$ cat config.mk
export PLATFORM = sky130hd
export DESIGN_NAME = timer_sched
export DESIGN_NICKNAME = d
export VERILOG_FILES = /design/src/rtl/timer_sched_pkg.sv /design/src/rtl/timer_sched_rr_pick.sv /design/src/rtl/timer_sched.sv
export SDC_FILE = /design/constraint.sdc
export NUM_CORES = 1
export LEC_CHECK = 0
export BUFFER_PORTS_ARGS = -buffer_cell sky130_fd_sc_hd__buf_2
export CORE_MARGIN = 4
export CORE_UTILIZATION = 40
export DETAILED_ROUTE_END_ITERATION = 12
export HOLD_SLACK_MARGIN = 0.02
export PLACE_DENSITY = 0.56
export SLEW_MARGIN = 20
export SYNTH_ARGS = -nofsm -noshare
export SYNTH_HDL_FRONTEND = slang
export SYNTH_SLANG_ARGS = --single-unit
export TNS_END_PERCENT = 30
$ cat constraint.sdc
create_clock -name i_clk -period 3 [get_ports i_clk]
set_input_delay 0 -clock i_clk [delete_from_list [all_inputs] [get_ports i_clk]]
set_output_delay 0 -clock i_clk [all_outputs]
set_load 0.01 [all_outputs]
$ cat src/rtl/timer_sched_pkg.sv
// Shared types and width helpers for the multi-channel timeout scheduler.
package timer_sched_pkg;

  // Widest supported channel counter; narrower loads are zero-extended into it.
  localparam int CW_MAX = 32;

  typedef enum logic {
    CH_IDLE = 1'b0,
    CH_RUN  = 1'b1
  } ch_state_e;

  typedef struct packed {
    logic [CW_MAX-1:0] load;
    logic              periodic;
  } ch_cfg_t;

  function automatic int clog2_min1(input int n);
    return (n <= 1) ? 1 : $clog2(n);
  endfunction

endpackage

$ cat src/rtl/timer_sched_rr_pick.sv
// Round-robin find-first: first set bit of pending at or above ptr, wrapping.
module timer_sched_rr_pick #(
  parameter int NUM_CH = 4,
  parameter int CHW    = $clog2(NUM_CH)
) (
  input  logic [NUM_CH-1:0] pending,
  input  logic [CHW-1:0]    ptr,
  output logic              found,
  output logic [CHW-1:0]    index
);

  always_comb begin
    int j;
    found = 1'b0;
    index = '0;
    j     = 0;
    for (int i = 0; i < NUM_CH; i++) begin
      j = int'(ptr) + i;
      if (j >= NUM_CH) j = j - NUM_CH;
      if (!found && pending[CHW'(j)]) begin
        found = 1'b1;
        index = CHW'(j);
      end
    end
  end

endmodule

$ cat src/rtl/timer_sched.sv
// Multi-channel timeout scheduler: shared prescaler, per-channel down-counters,
// and a round-robin arbiter serializing expiries onto one valid/ready port.
module timer_sched
  import timer_sched_pkg::*;
#(
  parameter int PRESCALE = 999,
  parameter int NUM_CH   = 4,
  parameter int CW       = 16
) (
  input  logic                      i_clk,
  input  logic                      i_rst_n,
  input  logic                      i_cfg_wr,
  input  logic [$clog2(NUM_CH)-1:0] i_cfg_ch,
  input  logic                      i_cfg_start,
  input  logic                      i_cfg_periodic,
  input  logic [CW-1:0]             i_cfg_load,
  output logic                      o_evt_valid,
  output logic [$clog2(NUM_CH)-1:0] o_evt_ch,
  input  logic                      i_evt_ready,
  output logic [NUM_CH-1:0]         o_active,
  output logic [NUM_CH-1:0]         o_pending,
  output logic [NUM_CH-1:0]         o_overrun,
  output logic                      ow_tick
);

  localparam int CHW = $clog2(NUM_CH);
  localparam int PW  = clog2_min1(PRESCALE + 1);

  logic [PW-1:0]  pre_cnt_reg;
  logic           evt_valid_reg;
  logic [CHW-1:0] evt_ch_reg;
  logic [CHW-1:0] rr_ptr_reg;
  logic           found;
  logic [CHW-1:0] pick_idx;
  logic           load_out;

  assign ow_tick = (pre_cnt_reg == PW'(PRESCALE));

  always_ff @(posedge i_clk or negedge i_rst_n) begin
    if (!i_rst_n) pre_cnt_reg <= '0;
    else          pre_cnt_reg <= ow_tick ? '0 : pre_cnt_reg + 1'b1;
  end

  timer_sched_rr_pick #(
    .NUM_CH (NUM_CH),
    .CHW    (CHW)
  ) u_rr_pick (
    .pending (o_pending),
    .ptr     (rr_ptr_reg),
    .found   (found),
    .index   (pick_idx)
  );

  assign load_out = (!evt_valid_reg || i_evt_ready) && found;

  for (genvar gi = 0; gi < NUM_CH; gi++) begin : g_ch
    ch_state_e         state_reg, state_next;
    ch_cfg_t           cfg_reg, cfg_next;
    logic [CW_MAX-1:0] cnt_reg, cnt_next;
    logic              pend_reg, pend_next;
    logic              ovr_reg, ovr_next;
    logic              cfg_hit;
    logic              expire;

    assign cfg_hit = i_cfg_wr && (i_cfg_ch == CHW'(gi));
    // A config write to this channel swallows a coincident tick.
    assign expire  = ow_tick && !cfg_hit && (state_reg == CH_RUN) && (cnt_reg == '0);

    always_comb begin
      state_next = state_reg;
      cfg_next   = cfg_reg;
      cnt_next   = cnt_reg;
      pend_next  = pend_reg;
      ovr_next   = ovr_reg;
      if (cfg_hit) begin
        pend_next = 1'b0;
        ovr_next  = 1'b0;
        if (i_cfg_start) begin
          state_next        = CH_RUN;
          cnt_next          = CW_MAX'(i_cfg_load);
          cfg_next.load     = CW_MAX'(i_cfg_load);
          cfg_next.periodic = i_cfg_periodic;
        end else begin
          state_next = CH_IDLE;
        end
      end else begin
        if (ow_tick && (state_reg == CH_RUN)) begin
          if (cnt_reg != '0)     cnt_next   = cnt_reg - 1'b1;
          else if (cfg_reg.periodic) cnt_next = cfg_reg.load;
          else                   state_next = CH_IDLE;
        end
        // A fresh expiry outranks the arbiter clearing this bit.
        if (expire) begin
          pend_next = 1'b1;
          if (pend_reg) ovr_next = 1'b1;
        end else if (load_out && (pick_idx == CHW'(gi))) begin
          pend_next = 1'b0;
        end
      end
    end

    always_ff @(posedge i_clk or negedge i_rst_n) begin
      if (!i_rst_n) begin
        state_reg <= CH_IDLE;
        cfg_reg   <= '0;
        cnt_reg   <= '0;
        pend_reg  <= 1'b0;
        ovr_reg   <= 1'b0;
      end else begin
        state_reg <= state_next;
        cfg_reg   <= cfg_next;
        cnt_reg   <= cnt_next;
        pend_reg  <= pend_next;
        ovr_reg   <= ovr_next;
      end
    end

    assign o_active[gi]  = (state_reg == CH_RUN);
    assign o_pending[gi] = pend_reg;
    assign o_overrun[gi] = ovr_reg;
  end

  always_ff @(posedge i_clk or negedge i_rst_n) begin
    if (!i_rst_n) begin
      evt_valid_reg <= 1'b0;
      evt_ch_reg    <= '0;
      rr_ptr_reg    <= '0;
    end else if (load_out) begin
      evt_valid_reg <= 1'b1;
      evt_ch_reg    <= pick_idx;
      rr_ptr_reg    <= (pick_idx == CHW'(NUM_CH - 1)) ? '0 : pick_idx + 1'b1;
    end else if (i_evt_ready) begin
      evt_valid_reg <= 1'b0;
    end
  end

  assign o_evt_valid = evt_valid_reg;
  assign o_evt_ch    = evt_ch_reg;

endmodule
==> impl_metrics.ini, run 1 <==
[run_status]
outcome = finished, final reports clean

[hold_path]
hold_class = primary input to flip-flop

[clocking]
htreeDepth = 1
clkSinkCount = 223
cts_root_buf = clkbuf_16
numCtsBuffers = 26
post_cts_buffers = 0
cts_tree = done
clkLatencyLatePin_ns = 0.55
clock_path_buffers = 3
clk_pin_slew_worst_paths_ns = 0.06

[critical_path]
crit_fanout = 7
cp-end-kind = flip-flop
cp_data_required_time_ns = 3.41
crit_type = flip-flop to flip-flop
arrival_ns = 3.25
start_kind = flip-flop

[timing]
maxSlewHeadroom = 0.441
worst_slew_pin_slew_ns = 0.836
drv_slew = 0
rsz0062_at_grt = no
fin_setup_tns_ns = 0
setup_violations = 0
setup_ws_ns = 0.158
max_freq_mhz = 352
hold_viol = 0
period_minus_slack_ns = 2.84
clock_skew_ns = 0.0245
period_share = 0.947

[layout]
num_antenna_cells = 0
drive_above_1_share = 0.148
layout_commonest_cell = dfrtp_1
final_cell_mix = dfrtp_1 (223), nand2_1 (207), nor2_1 (127)
area_growth_pct = 16.5
largest_reg_flops = 128
layout.nets = 1498

[floorplanning]
initial_utilization = 0.408
chipHeight_um = 182
die_x_um = 182
ios = 40
num_rows = 63
dieArea_sq_um = 33200
core-area_sq_um = 29800

[power]
p_per_area_nw_per_um2 = 651
ir_drop_v = 0.000444
p_leak_nw = 6.06

[detailed_routing]
drc = 0
viasPerCell = 5.77
first_iter_violations = 708
wl_um = 35500
routed-via-count = 10810
drtPass1Iterations = 5
wire_per_inst_um = 18.9
final_antenna_net_count = 0

[global_route]
grt_pass1_wl_um = 58200
grt_util_all_layers = 0.212
grt_max_degree = 88
grt_pass1_vias = 10599
antenna_found_initial = 2
grt-ovfl-total = 0

[place]
gp_congestion = 0.826
place_ws_ns = 0.0897
port_buffers = 39
hpwl_um = 23500

[synthesis]
synth_nets = 1441
synth_edf_count = 0
syn_area_per_cell_sq_um = 8.63
async_flop_share = 1.00
syn_inst = 1408
ys.flop_type = dfrtp_1
syn_area_sq_um = 12100
synth_seq_cells = 223
yosysWarnings = 0
synth_cell_types = 67
synth_seq_area_share = 0.459

[job]
cap_viol_max_count = 0
[worst max-delay path, cell delays in order, from the launching register on]
cell and delay, ns:
dfrtp_1 0.41, inv_1 0.07, ha_1 0.19, or3b_2 0.51
or4_4 0.56, buf_4 0.19, o31a_1 0.33, a222oi_1 0.33
o21ai_0 0.12
[what timing repair did]
action | in CTS | in global routing
hold endpoints to repair | 209 | 0
hold buffers | 21 | 0
endpoints found under the setup margin | 0 | 22
gates resized for setup | 0 | 4
[power breakdown]
group          total [W]  switching (W)  internal [W]
logic            0.00170       0.000897      0.000801
registers        0.00401       0.000514       0.00350
clock network    0.00351        0.00133       0.00218
total            0.00922        0.00274       0.00648
[path summary, 6_finish.rpt]
kind	from	end	slack, ns	cells past startpoint
setup / recovery	g_ch[0].cnt_reg[0]	g_ch[0].cnt_reg[10]	0.16	8
hold / removal	i_cfg_wr	g_ch[3].cnt_reg[0]	0.05	4
hold reg to reg	g_ch[0].cnt_reg[31]	g_ch[0].cnt_reg[31]	0.46	1
setup reg to reg	g_ch[0].cnt_reg[0]	g_ch[0].cnt_reg[10]	0.16	8
min in group asynchronous	i_rst_n	g_ch[2].cnt_reg[29]	0.06	2
max in group asynchronous	i_rst_n	g_ch[1].cfg_reg[15]	2.03	3
[per-layer routing]
layer	up-vias	wire (um)	GRT usage
li1	5213	-	-
met1	5233	16700	0.308
met2	306	16000	0.343
met3	54	2080	0.0275
met4	4	612	0.0423
met5	-	31	0
[area by class of cell]
cell class,count,area [sq um]
Clock inverter,12,196
Sequential cell,223,5580
Fill cell,2835,15600
Timing Repair Buffer,133,992
Clock buffer,34,751
Tap cell,390,488
Multi-Input combinational cell,1060,6070
Inverter,21,78.8
[cell usage after synthesis, drive strengths merged (8+ instances only)]
cell / instances / area [sq um]
nor2: 131 / 497
buf: 36 / 220
nor3b: 9 / 67.6
o211ai: 24 / 180
nand2: 207 / 777
nand3: 41 / 205
ha: 9 / 113
a21oi: 100 / 500
or2: 12 / 75.1
xnor2: 19 / 166
mux2: 33 / 372
o21ai: 125 / 626
or3: 22 / 138
clkbuf: 68 / 255
o41ai: 8 / 70.1
xor2: 12 / 105
nand2b: 11 / 68.8
a31oi: 32 / 200
or4: 13 / 97.6
dfrtp: 223 / 5580
nor4: 35 / 219
a211oi: 11 / 92.6
o31ai: 28 / 210
inv: 21 / 78.8
nor3: 70 / 362
[kinds of logic after synthesis]
kind of cell,synth area share
DFF,0.459
xor gates and xnor gates,0.0224
buffers and inverters,0.0456
adders and majority gates,0.00927
muxes,0.0314
and+or+nand+nor,0.230
AOI/OAI and AO/OA,0.202
[through the flow]
step	instance area, sq um	std cells	utilization	power (W)	hold WS [ns]
after floorplan	12100	1408	-	0.00514	-0.296
after detailed placement	13000	1806	0.436	0.00572	0.0786
after CTS	14100	1873	0.474	0.00929	0.0213
after global routing	14200	1873	0.475	0.00973	0.0699
final	14200	1873	0.475	0.00922	0.0457
after global placement	13000	1806	0.436	0.00568	0.0747
Power figures use the tool's default switching activity.
==> inputs of run 2 (changes only) <==
--- a/config.mk
+++ b/config.mk
@@ -13,2 +13,3 @@
 export PLACE_DENSITY = 0.56
+export SETUP_SLACK_MARGIN = 0.3
 export SLEW_MARGIN = 20
==> constraint.sdc (replaced) <==
create_clock -name i_clk -period 3 [get_ports i_clk]
set_input_delay 0.3 -clock i_clk [delete_from_list [all_inputs] [get_ports i_clk]]
set_output_delay 0.3 -clock i_clk [all_outputs]
set_load 0.01 [all_outputs]
==> run 2 against run 1 <==
  * Clock skew down 0.0040 ns
  * Sequential share of layout area down 0.061 points
  * First-iteration DRC count up 24%
  * Critical endpoint is now g_ch[2].cnt_reg[14]
  * Largest power group unchanged
  * Global-route usage down 0.43 points
  * Critical path type unchanged
==> impl_metrics.ini, run 2 (synthesized netlist as in run 1, its figures left out) <==
[floorplanning]
ios = 40
chipHeight_um = 182
dieArea_sq_um = 33200
num_rows = 63
initial_utilization = 0.408
core-area_sq_um = 29800
die_x_um = 182

[timing]
max_freq_mhz = 375
rsz0062_at_grt = yes
drv_slew = 0
period_minus_slack_ns = 2.67
clock_skew_ns = 0.0206
maxSlewHeadroom = 0.545
fin_setup_tns_ns = 0
period_share = 0.889
worst_slew_pin_slew_ns = 0.683
hold_viol = 0
setup_violations = 0

[detailed_routing]
viasPerCell = 5.74
final_antenna_net_count = 0
routed-via-count = 10686
first_iter_violations = 879
wire_per_inst_um = 18.7
drc = 0
wl_um = 34800
drtPass1Iterations = 5

[place]
gp_congestion = 0.828
hpwl_um = 23000
port_buffers = 39

[critical_path]
timing.rr.start = g_ch[2].cnt_reg[4]
crit_fanout = 24
crit_type = flip-flop to flip-flop
cp-end-kind = flip-flop
cp_data_required_time_ns = 3.41
r2r-end = g_ch[2].cnt_reg[14]
endpoint = g_ch[2].cnt_reg[14]
arrival_ns = 3.08
rr_worst_depth = 7
critPathLaunch = g_ch[2].cnt_reg[4]
ff2ff_setup_slack_ns = 0.33
start_kind = flip-flop

[global_route]
grt_pass1_vias = 10495
grt_max_degree = 70
grt_pass1_wl_um = 57300
grt-ovfl-total = 0
grt_util_all_layers = 0.208
antenna_found_initial = 1

[hold_path]
hold_class = primary input to flip-flop

[layout]
drive_above_1_share = 0.169
layout_commonest_cell = dfrtp_1
final_cell_mix = dfrtp_1 (222), nand2_1 (207), nor2_1 (125)
area_growth_pct = 16.7
largest_reg_flops = 128
layout.nets = 1487
num_antenna_cells = 0

[job]
cap_viol_max_count = 0

[power]
p_total_w = 0.00931
ir_drop_v = 0.000475
p_leak_nw = 6.05
p_per_area_nw_per_um2 = 657

[clocking]
clk_pin_slew_worst_paths_ns = 0.06
cts_root_buf = clkbuf_16
numCtsBuffers = 27
clkLatencyLatePin_ns = 0.54
clock_path_buffers = 3
cts_tree = done
htreeDepth = 1
clkSinkCount = 223

[run_status]
outcome = finished, final reports clean
==> run 2: cell types whose count changed in the layout (fill, tap and decap cells not counted), sizes merged <==
cell / before / now
clkinvlp: 0 / 1
bufinv: 5 / 6
dlygate4sd3: 21 / 2
clkbuf: 34 / 36
buf: 112 / 119
clkinv: 7 / 3
==> run 2: per-stage QoR <==
step / instances / hold slack, ns / utilization / area [sq um] / setup slack (ns)
6_report: 1861 / 0.0657 / 0.476 / 14200 / 0.332
5_1_grt: 1861 / 0.0784 / 0.476 / 14200 / 0.216
4_1_cts: 1848 / 0.0427 / 0.468 / 14000 / 0.286
3_5_place_dp: 1800 / 0.305 / 0.434 / 12900 / 0.225
3_3_place_gp: 1800 / 0.298 / 0.434 / 12900 / 0.223
2_1_floorplan: 1408 / 0.00441 / - / 12200 / 0.301
==> run 2: area by class of cell <==
cell class | instances | area [sq um]
Clock buffer | 36 | 769
Fill cell | 2900 | 15600
Clock inverter | 10 | 203
Inverter | 21 | 78.8
Timing Repair Buffer | 121 | 883
Tap cell | 390 | 488
Multi-Input combinational cell | 1060 | 6170
Sequential cell | 223 | 5580
==> run 2: worst min path at each step <==
stage                               from                   to  slack [ns]  cells after the start
final                     i_cfg_periodic   g_ch[1].cfg_reg[0]        0.07                      3
after global routing      i_cfg_periodic   g_ch[1].cfg_reg[0]        0.08                      3
after CTS                 i_cfg_periodic   g_ch[1].cfg_reg[0]        0.04                      3
after detailed placement         i_rst_n  g_ch[0].cnt_reg[21]        0.31                      1
after global placement           i_rst_n  g_ch[0].cnt_reg[21]        0.30                      1
after floorplan                  i_rst_n   g_ch[0].cfg_reg[0]       0.004                      0
==> run 2: timing repair <==
| action | 4_1_cts | 5_1_grt |
|---|---|---|
| pin swaps | 1 | 7 |
| gates resized for setup | 8 | 34 |
| hold buffers | 2 | 0 |
| gates cloned | 0 | 0 |
| buffers inserted | 0 | 13 |
| endpoints found under the hold margin | 65 | 0 |
| endpoints found under the setup margin | 47 | 103 |
==> run 2: critical path, cell delays in order (launching register included) <==
cell	delay, ns
dfrtp_1	0.42
or3_1	0.43
or4b_4	0.55
or4_4	0.54
buf_12	0.18
o21ai_1	0.12
o21ai_1	0.08
a22o_1	0.24
==> run 2: per-layer routing <==
layer	vias to the layer above	GRT usage	share of wire
met5	-	0	0
met4	0	0.0561	0.026
met3	61	0.0311	0.042
met2	244	0.331	0.46
met1	5191	0.297	0.48
li1	5190	-	-
==> run 2: where the power goes <==
| group | switching [W] | internal [W] | total [W] | leakage (nW) |
|---|---|---|---|---|
| logic | 0.000899 | 0.000803 | 0.00170 | 2.73 |
| clock network | 0.00131 | 0.00229 | 0.00360 | 0.476 |
| registers | 0.000509 | 0.00350 | 0.00401 | 2.85 |
| total | 0.00272 | 0.00659 | 0.00931 | 6.05 |
==> inputs of run 3 (changes only) <==
- BUFFER_PORTS_ARGS: -buffer_cell sky130_fd_sc_hd__buf_2 -> -buffer_cell sky130_fd_sc_hd__clkbuf_2
==> run 3 against run 2 <==
  * Total power is 3.7% lower
  * Clock skew is 0.0016 ns higher
  * Largest power group unchanged
  * Via count is 0.26% higher
  * Routed wire length is 0.49% lower
==> impl_metrics.ini, run 3 (synthesized netlist as in run 1, its figures left out) <==
[floorplanning]
initial_utilization = 0.408
chipHeight_um = 182
die_x_um = 182
ios = 40
dieArea_sq_um = 33200
core-area_sq_um = 29800
num_rows = 63

[timing]
hold_ws_ns = 0.0796
period_share = 0.899
rsz0062_at_grt = yes
drv_slew = 0
clock_skew_ns = 0.0222
fin_setup_tns_ns = 0
max_freq_mhz = 371
maxSlewHeadroom = 0.558
worst_slew_pin_slew_ns = 0.661
setup_ws_ns = 0.303
hold_viol = 0
setup_violations = 0
period_minus_slack_ns = 2.70

[critical_path]
critPathMaxStageDelay_ns = 0.57
crit_chain = inv_1 > ha_1 > or3b_4 > or4_4 > buf_4 > o31a_1 > a222oi_1 > o21ai_0
ff2ff_setup_slack_ns = 0.30
timing.rr.start = g_ch[0].cnt_reg[0]
cp_data_required_time_ns = 3.42
crit_type = flip-flop to flip-flop
start_kind = flip-flop
rr_worst_depth = 8
r2r-end = g_ch[0].cnt_reg[10]
cp-end-kind = flip-flop
cp_top_family = simple AND/OR/NAND/NOR gates
path_buf_inv = 2
arrival_ns = 3.12
slowest_stage = or4_4
crit_fanout = 8

[power]
intPower_w = 0.00623
ir_drop_v = 0.000512
p_leak_nw = 6.01
p_total_w = 0.00897
p_sw_frac = 0.305
seq_power_share = 0.447
p_clk_frac = 0.357
pwr-share-comb = 0.197
p_sw_w = 0.00274
p_per_area_nw_per_um2 = 636

[layout]
largest_reg_flops = 128
drive_above_1_share = 0.169
num_antenna_cells = 0
layout_commonest_cell = dfrtp_1
fin_util = 0.474
area_growth_pct = 16.2
layout.nets = 1489
final_cell_mix = dfrtp_1 (222), nand2_1 (207), nor2_1 (126)

[clocking]
clk_pin_slew_worst_paths_ns = 0.06
cts_tree = done
htreeDepth = 1
cts_root_buf = clkbuf_16
numCtsBuffers = 26
clkLatencyLatePin_ns = 0.55
clock_path_buffers = 3
clkSinkCount = 223

[hold_path]
min-delay-start = i_cfg_periodic
min_path_cells = 3
hold_class = primary input to flip-flop
min_to = g_ch[1].cfg_reg[0]

[detailed_routing]
viasPerCell = 5.74
wire_per_inst_um = 18.6
drtPass1Iterations = 5
final_antenna_net_count = 0
drc = 0
first_iter_violations = 805
routed-via-count = 10714
wl_um = 34600

[global_route]
grt_pass1_vias = 10368
grt_pass1_wl_um = 56200
grt-ovfl-total = 0
grt_util_all_layers = 0.205
grt_max_degree = 79
antenna_found_initial = 1

[place]
place_ws_ns = 0.145
port_buffers = 39
hpwl_um = 23200
gp_congestion = 0.829

[job]
cap_viol_max_count = 0

[run_status]
outcome = finished, final reports clean
[run 3: changes by cell type in the layout (fill, tap and decap cells not counted), sizes merged]
cell      previous run  this run
clkbuf              36        76
buf                119        84
bufinv               6         2
clkinv               3         7
clkinvlp             1         0
[run 3: metal layers]
metal,part of all wire,track usage,vias up
met5,0,0,-
met4,0.029,0.0588,0
met3,0.045,0.0321,56
met2,0.45,0.330,206
met1,0.47,0.287,5248
li1,-,-,5204
[run 3: worst max-delay path by stage]
| stage | startpoint | end | cells after the start |
|---|---|---|---|
| after detailed placement | g_ch[2].cnt_reg[4] | g_ch[2].cnt_reg[2] | 7 |
| after floorplan | g_ch[0].cnt_reg[0] | g_ch[0].cnt_reg[6] | 10 |
| after global placement | g_ch[0].cnt_reg[0] | g_ch[0].cnt_reg[0] | 8 |
| after global routing | g_ch[0].cnt_reg[0] | g_ch[0].cnt_reg[14] | 9 |
| final | g_ch[0].cnt_reg[0] | g_ch[0].cnt_reg[10] | 8 |
| after CTS | g_ch[3].cnt_reg[12] | g_ch[3].state_reg | 6 |
[run 3: cell type report]
cell class	count	area, sq um
clock inverter	9	106
sequential	223	5580
inverter	21	78.8
timing repair buffer	124	920
fill	2931	15700
multi-input combinational	1060	6190
clock buffer	38	746
tap	390	488
[run 3: power by group through the flow]
stage / registers [W] / logic [W] / clock network (W)
after CTS: 0.00399 / 0.00171 / 0.00327
after detailed placement: 0.00404 / 0.00169 / 0
final: 0.00401 / 0.00177 / 0.00320
after floorplan: 0.00389 / 0.00125 / 0
after global routing: 0.00408 / 0.00200 / 0.00339
after global placement: 0.00403 / 0.00167 / 0
[run 3: worst reg2reg max path: cells and delay by family, from the launching register on]
kind	cells	cell delay (ns)
AOI/OAI and AO/OA	3	0.75
DFF	1	0.41
and+or+nand+nor	2	0.98
buffers and inverters	2	0.25
adders and majority gates	1	0.18
[run 3: timing repair]
item / 4_1_cts / 5_1_grt
endpoints found under the hold margin: 76 / 0
hold buffers: 2 / 0
resized for setup: 7 / 32
endpoints found under the setup margin: 79 / 125
setup buffers: 1 / 8
pin swaps: 2 / 2
gates cloned: 0 / 1
[run 3: metrics by stage]
| step | instance area [sq um] | cells |
|---|---|---|
| after floorplan | 12200 | 1408 |
| after global placement | 13000 | 1806 |
| after detailed placement | 13000 | 1806 |
| after CTS | 13900 | 1856 |
| after global routing | 14100 | 1865 |
| final | 14100 | 1865 |
